--- src/rtl/mips_pkg.sv ---
// Shared datapath definitions: skid stage state encoding and default widths.
package mips_pkg;

  localparam int DEF_WIDTH = 32;

  localparam logic [1:0] ST_EMPTY = 2'd0;
  localparam logic [1:0] ST_ONE   = 2'd1;
  localparam logic [1:0] ST_TWO   = 2'd2;

  // Encoding doubles as the occupancy count.
  typedef enum logic [1:0] {
    S_EMPTY = ST_EMPTY,
    S_ONE   = ST_ONE,
    S_TWO   = ST_TWO
  } stage_state_e;

endpackage

--- src/rtl/mux_stage_n_if.sv ---
// Handshake/data bundle between an operand source/sink and mux_stage_n.
interface mux_stage_n_if
  import mips_pkg::*;
#(
  parameter int WIDTH  = DEF_WIDTH,
  parameter int NUM_IN = 4,
  localparam int SEL_W = $clog2(NUM_IN)
);
  logic [NUM_IN*WIDTH-1:0] Din;
  logic [SEL_W-1:0]        Sel;
  logic                    InValid;
  logic                    InReady;
  logic                    Flush;
  logic [WIDTH-1:0]        Dout;
  logic                    OutErr;
  logic                    OutValid;
  logic                    OutReady;
  logic [1:0]              Occupancy;

  modport master (
    output Din, Sel, InValid, Flush, OutReady,
    input  InReady, Dout, OutErr, OutValid, Occupancy
  );

  modport slave (
    input  Din, Sel, InValid, Flush, OutReady,
    output InReady, Dout, OutErr, OutValid, Occupancy
  );
endinterface

--- src/rtl/mux_n_comb.sv ---
// Combinational NUM_IN:1 select; out-of-range select yields zero data and err.
module mux_n_comb #(
  parameter int WIDTH  = 32,
  parameter int NUM_IN = 4,
  localparam int SEL_W = $clog2(NUM_IN)
) (
  input  logic [NUM_IN*WIDTH-1:0] din_i,
  input  logic [SEL_W-1:0]        sel_i,
  output logic [WIDTH-1:0]        dout_o,
  output logic                    err_o
);

  // Scan all channels; a non-matching select leaves the zero/err defaults.
  always_comb begin
    dout_o = '0;
    err_o  = 1'b1;
    for (int k = 0; k < NUM_IN; k++) begin
      if (sel_i == SEL_W'(k)) begin
        dout_o = din_i[k*WIDTH +: WIDTH];
        err_o  = 1'b0;
      end
    end
  end

endmodule

--- src/rtl/mux_stage_n.sv ---
// Registered N:1 operand select with a two-entry skid buffer. InReady comes
// from registered state only, so no combinational path runs from OutReady.
module mux_stage_n
  import mips_pkg::*;
#(
  parameter int WIDTH  = DEF_WIDTH,
  parameter int NUM_IN = 4
) (
  input logic         Clk,
  input logic         Reset,
  mux_stage_n_if.slave bus
);

  stage_state_e     state_q, state_d;
  logic [WIDTH-1:0] main_q, main_d, skid_q, skid_d;
  logic             main_err_q, main_err_d, skid_err_q, skid_err_d;
  logic [WIDTH-1:0] cap_data;
  logic             cap_err;
  logic             in_ready, out_valid, in_xfer, out_xfer;

  mux_n_comb #(.WIDTH(WIDTH), .NUM_IN(NUM_IN)) u_sel (
    .din_i  (bus.Din),
    .sel_i  (bus.Sel),
    .dout_o (cap_data),
    .err_o  (cap_err)
  );

  assign in_ready  = (state_q != S_TWO);
  assign out_valid = (state_q != S_EMPTY);
  assign in_xfer   = bus.InValid && in_ready;
  assign out_xfer  = out_valid && bus.OutReady;

  assign bus.InReady   = in_ready;
  assign bus.OutValid  = out_valid;
  assign bus.Dout      = main_q;
  assign bus.OutErr    = main_err_q;
  assign bus.Occupancy = state_q;

  // Next state and buffer contents from the two handshakes; Flush wins.
  always_comb begin
    state_d    = state_q;
    main_d     = main_q;
    main_err_d = main_err_q;
    skid_d     = skid_q;
    skid_err_d = skid_err_q;
    case (state_q)
      S_EMPTY: begin
        if (in_xfer) begin
          main_d     = cap_data;
          main_err_d = cap_err;
          state_d    = S_ONE;
        end
      end
      S_ONE: begin
        if (in_xfer) begin
          if (out_xfer) begin
            main_d     = cap_data;
            main_err_d = cap_err;
          end else begin
            skid_d     = cap_data;
            skid_err_d = cap_err;
            state_d    = S_TWO;
          end
        end else if (out_xfer) begin
          state_d = S_EMPTY;
        end
      end
      S_TWO: begin
        if (out_xfer) begin
          main_d     = skid_q;
          main_err_d = skid_err_q;
          state_d    = S_ONE;
        end
      end
      default: state_d = S_EMPTY;
    endcase
    // Flush also clears the head word so Dout/OutErr read zero afterwards.
    if (bus.Flush) begin
      state_d    = S_EMPTY;
      main_d     = '0;
      main_err_d = 1'b0;
    end
  end

  // State and storage registers with synchronous reset.
  always_ff @(posedge Clk) begin
    if (Reset) begin
      state_q    <= S_EMPTY;
      main_q     <= '0;
      main_err_q <= 1'b0;
      skid_q     <= '0;
      skid_err_q <= 1'b0;
    end else begin
      state_q    <= state_d;
      main_q     <= main_d;
      main_err_q <= main_err_d;
      skid_q     <= skid_d;
      skid_err_q <= skid_err_d;
    end
  end

endmodule

--- src/flat_wrapper.sv ---
// flat-port wrapper written by rule: the top's interface ports become plain ports
module mux_stage_n_flat import mips_pkg::*;
#(
  parameter int WIDTH  = DEF_WIDTH,
  parameter int NUM_IN = 4
)
  (Clk, Reset, bus_Din, bus_Sel, bus_InValid, bus_Flush, bus_OutReady, bus_InReady, bus_Dout, bus_OutErr, bus_OutValid, bus_Occupancy);
  mux_stage_n_if #(.WIDTH(WIDTH), .NUM_IN(NUM_IN)) bus_i ();
  input logic Clk;
  input logic Reset;
  input wire logic [$bits(bus_i.Din)-1:0] bus_Din;
  input wire logic [$bits(bus_i.Sel)-1:0] bus_Sel;
  input wire logic [$bits(bus_i.InValid)-1:0] bus_InValid;
  input wire logic [$bits(bus_i.Flush)-1:0] bus_Flush;
  input wire logic [$bits(bus_i.OutReady)-1:0] bus_OutReady;
  output wire logic [$bits(bus_i.InReady)-1:0] bus_InReady;
  output wire logic [$bits(bus_i.Dout)-1:0] bus_Dout;
  output wire logic [$bits(bus_i.OutErr)-1:0] bus_OutErr;
  output wire logic [$bits(bus_i.OutValid)-1:0] bus_OutValid;
  output wire logic [$bits(bus_i.Occupancy)-1:0] bus_Occupancy;
  assign bus_i.Din = bus_Din;
  assign bus_i.Sel = bus_Sel;
  assign bus_i.InValid = bus_InValid;
  assign bus_i.Flush = bus_Flush;
  assign bus_i.OutReady = bus_OutReady;
  assign bus_InReady = bus_i.InReady;
  assign bus_Dout = bus_i.Dout;
  assign bus_OutErr = bus_i.OutErr;
  assign bus_OutValid = bus_i.OutValid;
  assign bus_Occupancy = bus_i.Occupancy;
  mux_stage_n #(.WIDTH(WIDTH), .NUM_IN(NUM_IN)) u_core (.Clk(Clk), .Reset(Reset), .bus(bus_i));
endmodule
--- config.mk ---
export PLATFORM = sky130hd
export DESIGN_NAME = mux_stage_n_flat
export DESIGN_NICKNAME = d
export VERILOG_FILES = /design/src/rtl/mips_pkg.sv /design/src/rtl/mux_stage_n_if.sv /design/src/rtl/mux_n_comb.sv /design/src/rtl/mux_stage_n.sv /design/src/flat_wrapper.sv
export SDC_FILE = /design/constraint.sdc
export NUM_CORES = 1
export LEC_CHECK = 0
export CORE_ASPECT_RATIO = 1.5
export CORE_MARGIN = 4
export CORE_UTILIZATION = 43
export CTS_CLUSTER_DIAMETER = 50
export CTS_CLUSTER_SIZE = 25
export DETAILED_ROUTE_END_ITERATION = 8
export PLACE_DENSITY_LB_ADDON = 0.05
export SETUP_SLACK_MARGIN = 0.15
export SLEW_MARGIN = 20
export SYNTH_ARGS = -nofsm -noshare
export SYNTH_HDL_FRONTEND = slang
export SYNTH_SLANG_ARGS = --single-unit
--- constraint.sdc ---
create_clock -name Clk -period 2.1 [get_ports Clk]
set_clock_uncertainty 0.15 [all_clocks]
set_input_delay 0.42 -clock Clk [delete_from_list [all_inputs] [get_ports Clk]]
set_output_delay 0.42 -clock Clk [all_outputs]
set_load 0.02 [all_outputs]
### After elaboration in Yosys (flattened, before gate mapping)

Index checks and enable logic that the tools add are counted.

| word-level totals | value |
|---|---|
| register bits after elaboration | 68 |
| output and inout bits | 37 |
| word-level logic and storage cells | 52 |

| cells by class | value |
|---|---|
| equality and inequality tests | 12 |
| multiplexer cells | 24 |
| bitwise operators | 1 |
| reduce and logical (&&, ||, !) cells | 10 |

Operator list:

| operator | count |
|---|---|
| 2-to-1 mux 32 bit | 8 |
| case mux 32 bit (3 select lines) | 1 |
| 2-to-1 mux 2 bit | 5 |
| 2-to-1 mux 1 bit | 8 |
| != test 2 x 1 -> 1 bit, second input constant | 4 |
| equality test 2 bit, second input constant | 3 |
| case mux 2 bit (3 select lines) | 1 |
| AND reduction 5 bit | 1 |
| equality test 2 x 1 -> 1 bit, second input constant | 2 |
| zero test 2 bit | 2 |
| AND reduction 4 bit | 1 |
| != test 3 x 1 -> 1 bit, second input constant | 1 |
| != test 3 bit, second input constant | 1 |
| case mux 1 bit (3 select lines) | 1 |
| AND reduction 3 bit | 1 |
| nonzero test 3 bit | 1 |
| logical AND 1 bit | 2 |
| != test 2 bit, second input constant | 1 |
| nonzero test 2 bit | 1 |
| OR reduction 2 bit | 1 |
| NOT 1 bit | 1 |

### Logic depth before layout (Yosys ltp)

Gate-level depths: netlist (run 1).

| depth | value |
|---|---|
| depth in word-level cells | 8 |
| depth in mapped cells | 8 |
| depth with buffers taken out | 6 |

### Cells and area by module

From an unflattened synthesis (run 1), not the netlist that was laid out.

| second synthesis, totals | value |
|---|---|
| cells, all modules | 356 |
| area, all modules | 3749.8 µm² |

Modules (own cells, without submodules):

| module | instances | cells each | area an instance (µm²) | seq. area each (µm²) |
|---|---|---|---|---|
| mux_stage_n | 1 | 315 | 2924.1 | 1361.3 |
| mux_n_comb | 1 | 41 | 825.8 | 0.0 |

### Worst setup path before layout (run 1)

Ideal clock, no wire load.

| timing | value |
|---|---|
| path kind | register -> register |
| from | register u_core.state_q[0], in the netlist u_core.bus.Occupancy[0] |
| to | register u_core.main_q[0], in the netlist u_core.bus.Dout[0] |
| library setup time | 0.118 ns |
| arrival time | 1.774 ns |
| data required time | 1.832 ns |
| setup slack | 0.058 ns |
| cell stages (with the launch flop) | 9 |
| clock period less this slack | 2.042 ns |
| cell sequence | dfxtp_1 inv_1 ha_1 mux2_2 nand3_1 and2_1 buf_2 buf_6 o21ai_1 |

| between the ends | value |
|---|---|
| cells in the longest elaborated chain, start to end | 4 |
| elaborated cells between the ends (all ways) | 14 |

Ends and longest elaborated chain:

| what | RTL line | text |
|---|---|---|
| start: declaration | mux_stage_n.sv:14 | `stage_state_e state_q, state_d;` |
| start signal: assignment | mux_stage_n.sv:94 | `state_q <= state_d;` |
| != test 2 bit or nonzero test 2 bit (tied branches) | mux_stage_n.sv:28, mux_stage_n.sv:29 |  |
| logical AND 1 bit (on tied branches) | mux_stage_n.sv:30, mux_stage_n.sv:31 |  |
| != test 2 x 1 -> 1 bit (no source line) | -- |  |
| AND reduction 5 bit (no source line) | -- |  |
| end signal: assignment | mux_stage_n.sv:95 | `main_q <= main_d;` |
| end: declaration | mux_stage_n.sv:15 | `logic [WIDTH-1:0] main_q, main_d, skid_q, skid_d;` |

Parallel ways exist; a longest one is shown, timed or not.
A chain may end at the register's enable or synchronous reset.

### Worst setup path after layout (run 1)

| timing | value |
|---|---|
| from | register u_core.main_q[6], in the netlist u_core.bus.Dout[6] |
| to | output port bus_Dout[6] |

RTL lines:

| what | RTL line | text |
|---|---|---|
| end: declaration | flat_wrapper.sv:17 | `output wire logic [$bits(bus_i.Dout)-1:0] bus_Dout;` |

No word-level cell between the ends.

==> results of run 1 <==
-- Yosys cell counts (all sizes together) --
cell     count  share of area, %
o21a         1              0.18
buf         17               2.6
nor4bb       1              0.24
o2111ai      1              0.36
mux2         1              0.27
clkinv       1             0.091
dfxtp       68                33
a21oi       66               8.0
inv          4              0.36
nor2b        2              0.30
o2bb2ai      1              0.21
nor2         4              0.36
mux2i       65                16
nand2b      33               5.0
or2          1              0.15
nand3       35               4.3
and3         1              0.15
nand2       97               8.8
o21ai       34               4.1
nand4       32               4.9
or4          1              0.18
ha           4               1.2
clkbuf      35               3.2
and2         1              0.15
o211ai      32               5.8
nor3b        1              0.18
-- cell usage in the layout, fill, tap and decap left out, drive strengths merged, types with 2 or more instances in the layout --
cell type and count:
nor2b 2, nand2b 33, nand3 35, o21ai 34
clkinv 3, clkdlybuf4s50 166, ha 4, buf 34
inv 5, a21oi 66, clkdlybuf4s15 2, nor2 4
clkbuf 15, mux2i 65, nand4 32, o211ai 32
dfxtp 68, clkinvlp 2, nand2 97
-- worst min path at each step --
stage | from | to | cells past startpoint
3_3_place_gp | u_core.skid_q[0]$_SDFFE_PP0P_ | u_core.skid_q[0]$_SDFFE_PP0P_ | 2
4_1_cts | u_core.skid_q[17]$_SDFFE_PP0P_ | u_core.skid_q[17]$_SDFFE_PP0P_ | 2
3_5_place_dp | u_core.skid_q[17]$_SDFFE_PP0P_ | u_core.skid_q[17]$_SDFFE_PP0P_ | 2
5_1_grt | u_core.skid_q[31]$_SDFFE_PP0P_ | u_core.skid_q[31]$_SDFFE_PP0P_ | 2
2_1_floorplan | u_core.skid_q[0]$_SDFFE_PP0P_ | u_core.skid_q[0]$_SDFFE_PP0P_ | 2
6_report | u_core.skid_q[17]$_SDFFE_PP0P_ | u_core.skid_q[17]$_SDFFE_PP0P_ | 2
-- state kept, by name, summed over array words and instances (netlist names) --
| name | flops |
|---|---|
| u_core.bus.Occupancy | 2 |
| u_core.bus.Dout | 32 |
| u_core.skid_err_q | 1 |
| u_core.bus.OutErr | 1 |
| u_core.skid_q | 32 |
-- power breakdown --
part	switching [mW]	internal, mW	total [mW]	leakage, nW
logic	0.447	0.512	0.959	1.83
registers	0.0310	1.34	1.37	0.553
clock network	0.577	0.948	1.53	0.144
total	1.06	2.80	3.86	2.53
-- routing by layer --
metal  global-route usage [%]  up-vias
met3                     5.34       41
met1                     28.5     2213
li1                         -     2258
met5                        0        -
met4                     13.0        0
met2                     44.1      231
-- area by class of cell --
type                       instances  share of cell area [%]
tap                              112                    2.13
inverter                           5                   0.323
multi-input combinational        414                    38.9
clock buffer                      10                    3.63
clock inverter                     6                   0.968
sequential                        68                    20.8
timing repair buffer             208                    33.3
-- kinds of logic after synthesis --
group	share of synthesized area, %
and+or+nand+nor	24.7
adders and majority gates	1.21
buffers and inverters	6.26
muxes	16.1
DFF	33.0
AOI/OAI and AO/OA	18.7
-- through the flow --
stage	area, µm²	TNS, ps	instances
after floorplan	4120	0	539
after global routing	6590	0	823
after CTS	6400	0	816
after global placement	6060	-2180	799
final	6590	0	823
after detailed placement	6060	-3440	799
-- what timing repair did --
action	4_1_cts	5_1_grt
pin swaps	0	4
setup buffers	0	2
hold buffers	0	0
gates cloned	1	5
gates resized for setup	10	14
endpoints found under the setup margin	24	66
==> impl_metrics.yaml, run 1 <==
floorplan:
  io_pins: 172
  fp.dieW_um: 87.9
  rows: 43
  initial_core_util_pct: 44.3
  dieArea_um2: 11200
  core_region_area_um2: 9310
  die_h_um: 128
clock_tree:
  path_clk_slew_ps: 60
  cts.htree.levels: 3
  insertion_delay_ps: 330
  cts_buffer_depth: 2
  cts_buffers: 9
  cts_tree: "done"
  root_buffer: "clkbuf_16"
  clkSinkCount: 68
setup_path:
  reg2reg_from: "u_core.bus.Occupancy[0]$_SDFFE_PP0P_"
  arrival_ps: 1320
  crit_path_end_kind: "primary output"
  r2r_cells: 9
  path_depth: 1
  max_stage_delay_ps: 620
  crit_path_max_fanout: 2
  crit_path_end: "bus_Dout[6]"
  reg2reg_to: "u_core.skid_q[20]$_SDFFE_PP0P_"
  worstPathRequired_ps: 1530
  regToRegSetupSlack_ps: 220
  path_class: "reg -> out"
  slowest_stage: "clkdlybuf4s50_1"
  crit_buf_inv: 1
  crit_path_start: "u_core.bus.Dout[6]$_SDFFE_PP0P_"
  path_cells: "clkdlybuf4s50_1"
  worstSetupStartpointType: "flop"
  cp_top_family: "buffers and inverters"
sta:
  slew_headroom_pct: 67.6
  finalWorstSetupSlack_ps: 210
  setup_viol: 0
  rsz0062_at_grt: "no"
  max_freq_mhz: 529
  finalHoldViolations: 0
  min_period_over_period_pct: 90.0
  fin_crit_ps: 1890
  finalMaxSlewViolations: 0
  tightest_slew_ps: 486
  whs_ps: 300
final_layout:
  drive_above_1_share_pct: 10.1
  nets: 845
  fillers: 772
  synthToLayoutAreaGrowth_pct: 60.0
  postLayoutCoreUtil_pct: 70.8
  multiInputGateArea_um2: 2560
  antenna_cells: 0
  regArea_um2: 1370
drt:
  wirelength_um: 15300
  wl_met3_um: 1330
  wl_met1_um: 5550
  first_pass_iters: 6
  dr.max_layer_used: "met4"
  drtIter0Drc: 285
  drtAntennaViolNets: 0
  avgViaCountPerCell: 5.76
  num_vias: 4743
  drc: 0
  met2_wirelength_um: 7860
  wl_per_cell_um: 18.6
power:
  leakage_nw: 2.53
  finalPower_mw: 3.86
  p_per_area_nw_per_um2: 585
  ir_worst_vdd_mv: 0.498
grt:
  grt_pass1_wl_um: 22700
  grt.overflow.total: 0
  grt_max_degree: 49
  antenna_found_initial: 0
  grt_use_total_pct: 25.4
  grt_pass1_vias: 4809
run:
  maxCapViolCount: 0
synthesis:
  syn_area_um2: 4120
  synth_nets: 678
  synthCells: 539
  yosys_warnings: 0
  synth-seq-cells: 68
  ys_seq_area_share_pct: 33.0
  syn-mean-instance-area_um2: 7.64
  synth_cell_type_count: 30
placement:
  io_buffers: 171
  place_hpwl_um: 10300
  gp_congestion: 0.825
  pre_cts_slack_ps: -111
min_path:
  hp-class: "reg -> reg"
status:
  status: "finished, final reports clean"
Note: power is estimated with default switching activity, not from simulation.
==> run 2, diff against run 1 <==
Settings changed: SETUP_SLACK_MARGIN 0.15 to not set.
==> run 2 against run 1 <==
Register-to-register slack worse by 110 ps. Hold slack better by 2.6 ps. Highest routed layer unchanged. Critical path depth up 3.
==> impl_metrics.yaml, run 2 (synthesized netlist as in run 1, its figures left out) <==
drt:
  drtIter0Drc: 292
  drc: 0
  drtAntennaViolNets: 0
  wl_per_cell_um: 17.6
  avgViaCountPerCell: 5.75
  num_vias: 4673
  wirelength_um: 14300
  first_pass_iters: 5
clock_tree:
  cts_tree: "done"
  cts_buffer_depth: 2
  cts.htree.levels: 3
  clkSinkCount: 68
  root_buffer: "clkbuf_16"
  path_clk_slew_ps: 50
  insertion_delay_ps: 330
  cts_hold_buf: 0
  cts_setup_buffers: 0
  cts_buffers: 9
floorplan:
  io_pins: 172
  fp.dieW_um: 87.9
  rows: 43
  die_h_um: 128
  core_region_area_um2: 9310
  initial_core_util_pct: 44.3
  dieArea_um2: 11200
final_layout:
  synthToLayoutAreaGrowth_pct: 52.9
  antenna_cells: 0
  most-common-layout-cells: "167 x clkdlybuf4s50_1, 97 x nand2_1, 67 x dfxtp_1"
  mostFrequentLayoutCell: "clkdlybuf4s50_1"
  fin_area_um2: 6300
  nets: 835
  final_cells: 813
  fillers: 796
  drive_above_1_share_pct: 7.28
grt:
  antenna_found_initial: 0
  grt.overflow.total: 0
  met1_usage_pct: 26.2
  grt_pass1_vias: 4621
  grt_use_total_pct: 24.7
  grt_pass1_wl_um: 22000
  top_usage_layer: "met2"
  use_met3_pct: 4.63
  grt_max_degree: 47
  use_met2_pct: 45.8
sta:
  rsz0062_at_grt: "no"
  fin_crit_ps: 2030
  slew_headroom_pct: 72.0
  finalMaxSlewViolations: 0
  min_period_over_period_pct: 96.5
  finalHoldViolations: 0
  tightest_slew_ps: 420
  max_freq_mhz: 493
  setup_viol: 0
  whs_ps: 303
setup_path:
  cp_top_family: "buffers and inverters"
  worstSetupStartpointType: "flop"
  crit_path_end_kind: "primary output"
  slowest_stage: "dfxtp_1"
  arrival_ps: 1460
  max_stage_delay_ps: 390
  worstPathRequired_ps: 1530
  path_cells: "inv_1 > ha_1 > clkinv_1 > clkdlybuf4s15_1"
  crit_path_max_fanout: 5
  path_class: "reg -> out"
  crit_buf_inv: 3
placement:
  gp_congestion: 0.853
  placed_area_um2: 5990
  dpl.cell_count: 797
  place_hpwl_um: 10300
  io_buffers: 171
power:
  p_sw_mw: 0.994
  combPwrFrac_pct: 24.2
  leakage_nw: 2.42
  power_frac_clock_pct: 38.8
  ir_worst_vdd_mv: 0.460
  swShare_pct: 26.9
  p_per_area_nw_per_um2: 587
  p_int_mw: 2.70
  pwr-share-seq_pct: 37.1
status:
  status: "finished, final reports clean"
min_path:
  hp-class: "reg -> reg"
run:
  maxCapViolCount: 0
run 2: changes by cell type in the layout (fill, tap and decap cells not counted), sizes merged:
cell | before | now
clkinv | 3 | 2
buf | 34 | 29
clkbuf | 15 | 16
clkdlybuf4s50 | 166 | 167
dlymetal6s2s | 1 | 0
inv | 5 | 4
clkdlybuf4s15 | 2 | 1
bufinv | 1 | 0
clkinvlp | 2 | 0
run 2: worst paths after layout:
kind	from	endpoint	slack (ps)	depth (start not counted)
setup / recovery	u_core.bus.Occupancy[0]$_SDFFE_PP0P_	bus_InReady	70	4
hold / removal	u_core.skid_q[16]$_SDFFE_PP0P_	u_core.skid_q[16]$_SDFFE_PP0P_	300	2
hold reg to reg	u_core.skid_q[16]$_SDFFE_PP0P_	u_core.skid_q[16]$_SDFFE_PP0P_	300	2
setup reg to reg	u_core.bus.Occupancy[0]$_SDFFE_PP0P_	u_core.bus.Occupancy[0]$_SDFFE_PP0P_	110	7
run 2: layout make-up:
class / instances / area, µm² / share of cell area [%]
clock inverter: 1 / 5.00 / 0.0794
multi-input combinational: 414 / 2530 / 40.2
timing repair buffer: 198 / 1960 / 31.1
clock buffer: 15 / 278 / 4.41
tap: 112 / 140 / 2.22
sequential: 68 / 1360 / 21.6
inverter: 5 / 18.8 / 0.298
run 2: worst reg2reg max path: cells and delay by family (launching register included):
kind / cells / cell delay, ps
and+or+nand+nor: 2 / 580
AOI/OAI and AO/OA: 2 / 370
DFF: 1 / 340
buffers and inverters: 2 / 290
adders and majority gates: 1 / 190
run 2: metrics by stage:
step / total power [mW] / TNS, ps / setup slack (ps) / utilization [%]
CTS: 3.70 / 0 / 31.6 / 67.4
detailed placement: 2.28 / -5120 / -160 / 64.4
global route: 3.84 / 0 / 4.51 / 67.7
global placement: 2.26 / -3000 / -72.9 / 64.4
finish: 3.70 / 0 / 73.4 / 67.7
floorplan: 1.83 / 0 / 58.5 / -
run 2: repair_timing:
action / 4_1_cts / 5_1_grt
resized for setup: 4 / 11
endpoints found under the setup margin: 45 / 60
endpoints found under the hold margin: 0 / 0
run 2: per-layer routing:
layer / vias up / share of wire, %
li1: 2240 / -
met1: 2195 / 36
met2: 215 / 54
met3: 23 / 7.4
met4: 0 / 2.3
met5: - / 0
run 2: power groups by stage:
stage / clock network [mW] / logic (mW) / registers, mW
2_1_floorplan: 0 / 0.397 / 1.43
3_3_place_gp: 0 / 0.867 / 1.40
3_5_place_dp: 0 / 0.885 / 1.40
4_1_cts: 1.44 / 0.888 / 1.37
5_1_grt: 1.50 / 0.959 / 1.38
6_report: 1.43 / 0.895 / 1.37
==> run 3, diff against run 2 <==
Settings changed: ABC_AREA set to 1, CAP_MARGIN set to 10.
==> run 3 against run 2 <==
Sequential share of layout area decreased by 0.41 points. Global-route usage rose by 2.5 points. Synthesized area decreased by 0.24%. Critical path type unchanged.
==> impl_metrics.yaml, run 3 <==
setup_path:
  max_stage_delay_ps: 360
  worstSetupStartpointType: "flop"
  crit_path_end_kind: "primary output"
  path_class: "reg -> out"
  arrival_ps: 1410
  cp_top_family: "buffers and inverters"
  path_cells: "inv_1 > ha_1 > inv_2 > dlygate4sd2_1"
  slowest_stage: "dfxtp_2"
  crit_buf_inv: 3
  crit_path_max_fanout: 4
  worstPathRequired_ps: 1530
grt:
  grt.overflow.total: 0
  grt_pass1_wl_um: 23700
  grt_pass1_vias: 4849
  antenna_found_initial: 0
  grt_use_total_pct: 27.2
  grt_max_degree: 67
placement:
  io_buffers: 171
  place_hpwl_um: 11500
  pre_cts_slack_ps: -105
  gp_congestion: 0.895
sta:
  slew_headroom_pct: 68.6
  tightest_slew_ps: 466
  setup_tns_ps: 0
  finalWorstSetupSlack_ps: 121
  finalHoldViolations: 0
  finalMaxSlewViolations: 0
  rsz0062_at_grt: "no"
  max_freq_mhz: 505
  fin_crit_ps: 1980
  setup_viol: 0
  min_period_over_period_pct: 94.2
floorplan:
  die_h_um: 128
  dieArea_um2: 11200
  initial_core_util_pct: 44.2
  core_region_area_um2: 9310
  rows: 43
  fp.dieW_um: 87.8
  io_pins: 172
power:
  power_frac_clock_pct: 35.9
  finalPower_mw: 4.13
  swShare_pct: 28.5
  pwr-share-seq_pct: 34.4
  p_per_area_nw_per_um2: 642
  p_int_mw: 2.95
  ir_worst_vdd_mv: 0.518
  p_sw_mw: 1.18
  combPwrFrac_pct: 29.6
  leakage_nw: 2.71
synthesis:
  synthCells: 674
  synth_common_cells: "168 x nand2_1, 104 x nor2_1, 68 x dfxtp_1"
  async_reset_ff_share_pct: 0
  syn-mean-instance-area_um2: 6.10
  synth_nets: 813
  synth.area.top_cells: "dfxtp_1 33%, nand2_1 15%, nor2_1 9.5%"
  synth_edf_count: 0
  yosys_warnings: 0
  syn_area_um2: 4110
  synth_cell_type_count: 21
  ys_seq_area_share_pct: 33.1
  yosysTopAreaCellShare_pct: 33.1
  synth_most_common_cell: "nand2_1"
  synth_flop_cell: "dfxtp_1"
  synth-seq-cells: 68
  yosysTopAreaCell: "dfxtp_1"
drt:
  avgViaCountPerCell: 5.28
  drtAntennaViolNets: 0
  wirelength_um: 15300
  first_pass_iters: 6
  drc: 0
  drtIter0Drc: 318
  wl_per_cell_um: 16.0
  num_vias: 5042
final_layout:
  antenna_cells: 0
  drive_above_1_share_pct: 11.2
  most-common-layout-cells: "168 x nand2_1, 168 x clkdlybuf4s50_1, 102 x nor2_1"
  synthToLayoutAreaGrowth_pct: 56.4
  nets: 979
clock_tree:
  clkSinkCount: 68
  path_clk_slew_ps: 50
  insertion_delay_ps: 320
  cts_setup_buffers: 0
  cts_buffer_depth: 2
  cts_buffers: 9
  cts_tree: "done"
  root_buffer: "clkbuf_16"
  cts.htree.levels: 3
run:
  maxCapViolCount: 0
status:
  status: "finished, final reports clean"
min_path:
  hp-class: "reg -> reg"
==> run 3: cell types whose count changed in the layout (fill, tap and decap cells not counted), moves of 30 or more <==
| cell | before | now |
|---|---|---|
| nand2b_1 | 33 | 0 |
| nand3_1 | 35 | 67 |
| inv_1 | 4 | 40 |
| nand2_1 | 97 | 168 |
| o211ai_1 | 32 | 0 |
| mux2i_1 | 65 | 0 |
| or2_2 | 0 | 32 |
| o21ai_0 | 4 | 64 |
| o21ai_1 | 30 | 0 |
| a21oi_1 | 66 | 33 |
| nor2_1 | 2 | 102 |
==> run 3: cells by family after synthesis <==
kind of cell	after synthesis	share of synthesized area [%]
AO/OA/AOI/OAI	100	12.5
adder cells (fa/ha/maj)	4	1.22
buffers and inverters	92	9.13
flip-flops	68	33.1
AND/OR/NAND/NOR	410	44.0
==> run 3: stage by stage <==
step | hold slack [ps] | area (µm²) | util (%) | instances
2_1_floorplan | 275 | 4110 | - | 674
3_3_place_gp | 282 | 6100 | 65.5 | 940
3_5_place_dp | 298 | 6100 | 65.5 | 940
4_1_cts | 307 | 6390 | 68.6 | 954
5_1_grt | 325 | 6430 | 69.1 | 955
6_report | 316 | 6430 | 69.1 | 955
==> run 3: cell type report <==
class	count	area (µm²)
Clock inverter	2	35.0
Inverter	42	158
Multi-Input combinational cell	514	2400
Timing Repair Buffer	205	2080
Clock buffer	12	256
Tap cell	112	140
Sequential cell	68	1360
Fill cell	811	2880
==> run 3: power groups by stage <==
| stage | sequential, mW | clock (mW) | combinational, mW |
|---|---|---|---|
| 2_1_floorplan | 1.50 | 0 | 0.543 |
| 3_5_place_dp | 1.45 | 0 | 1.20 |
| 4_1_cts | 1.42 | 1.51 | 1.21 |
| 3_3_place_gp | 1.44 | 0 | 1.19 |
| 6_report | 1.42 | 1.48 | 1.22 |
| 5_1_grt | 1.43 | 1.56 | 1.35 |
==> run 3: worst paths after layout <==
check	start	end	slack, ps	depth (start not counted)
max	u_core.bus.Occupancy[0]$_SDFFE_PP0P_	bus_OutValid	120	4
min	u_core.skid_err_q$_SDFFE_PP0P_	u_core.skid_err_q$_SDFFE_PP0P_	320	2
max reg2reg	u_core.bus.Occupancy[0]$_SDFFE_PP0P_	u_core.bus.Dout[30]$_SDFFE_PP0P_	160	8
min reg2reg	u_core.skid_err_q$_SDFFE_PP0P_	u_core.skid_err_q$_SDFFE_PP0P_	320	2
==> run 3: tightest hold or removal path, stage by stage, from the launching register on <==
cell and delay (ps):
dfxtp_1 310, nand2_1 70, nor2_1 40
==> run 3: metal layers <==
metal / share of wire, % / track usage, % / vias up
met5: 0 / 0 / -
met4: 5.5 / 15.4 / 0
met3: 5.6 / 3.92 / 52
met2: 54 / 50.1 / 204
met1: 35 / 28.6 / 2272
li1: - / - / 2514
==> run 3: repair_timing <==
item,4_1_cts,5_1_grt
resized for setup,2,5
cloned,0,1
endpoints found under the setup margin,2,35
pin swaps,0,0
hold buffers,0,0
endpoints found under the hold margin,0,0
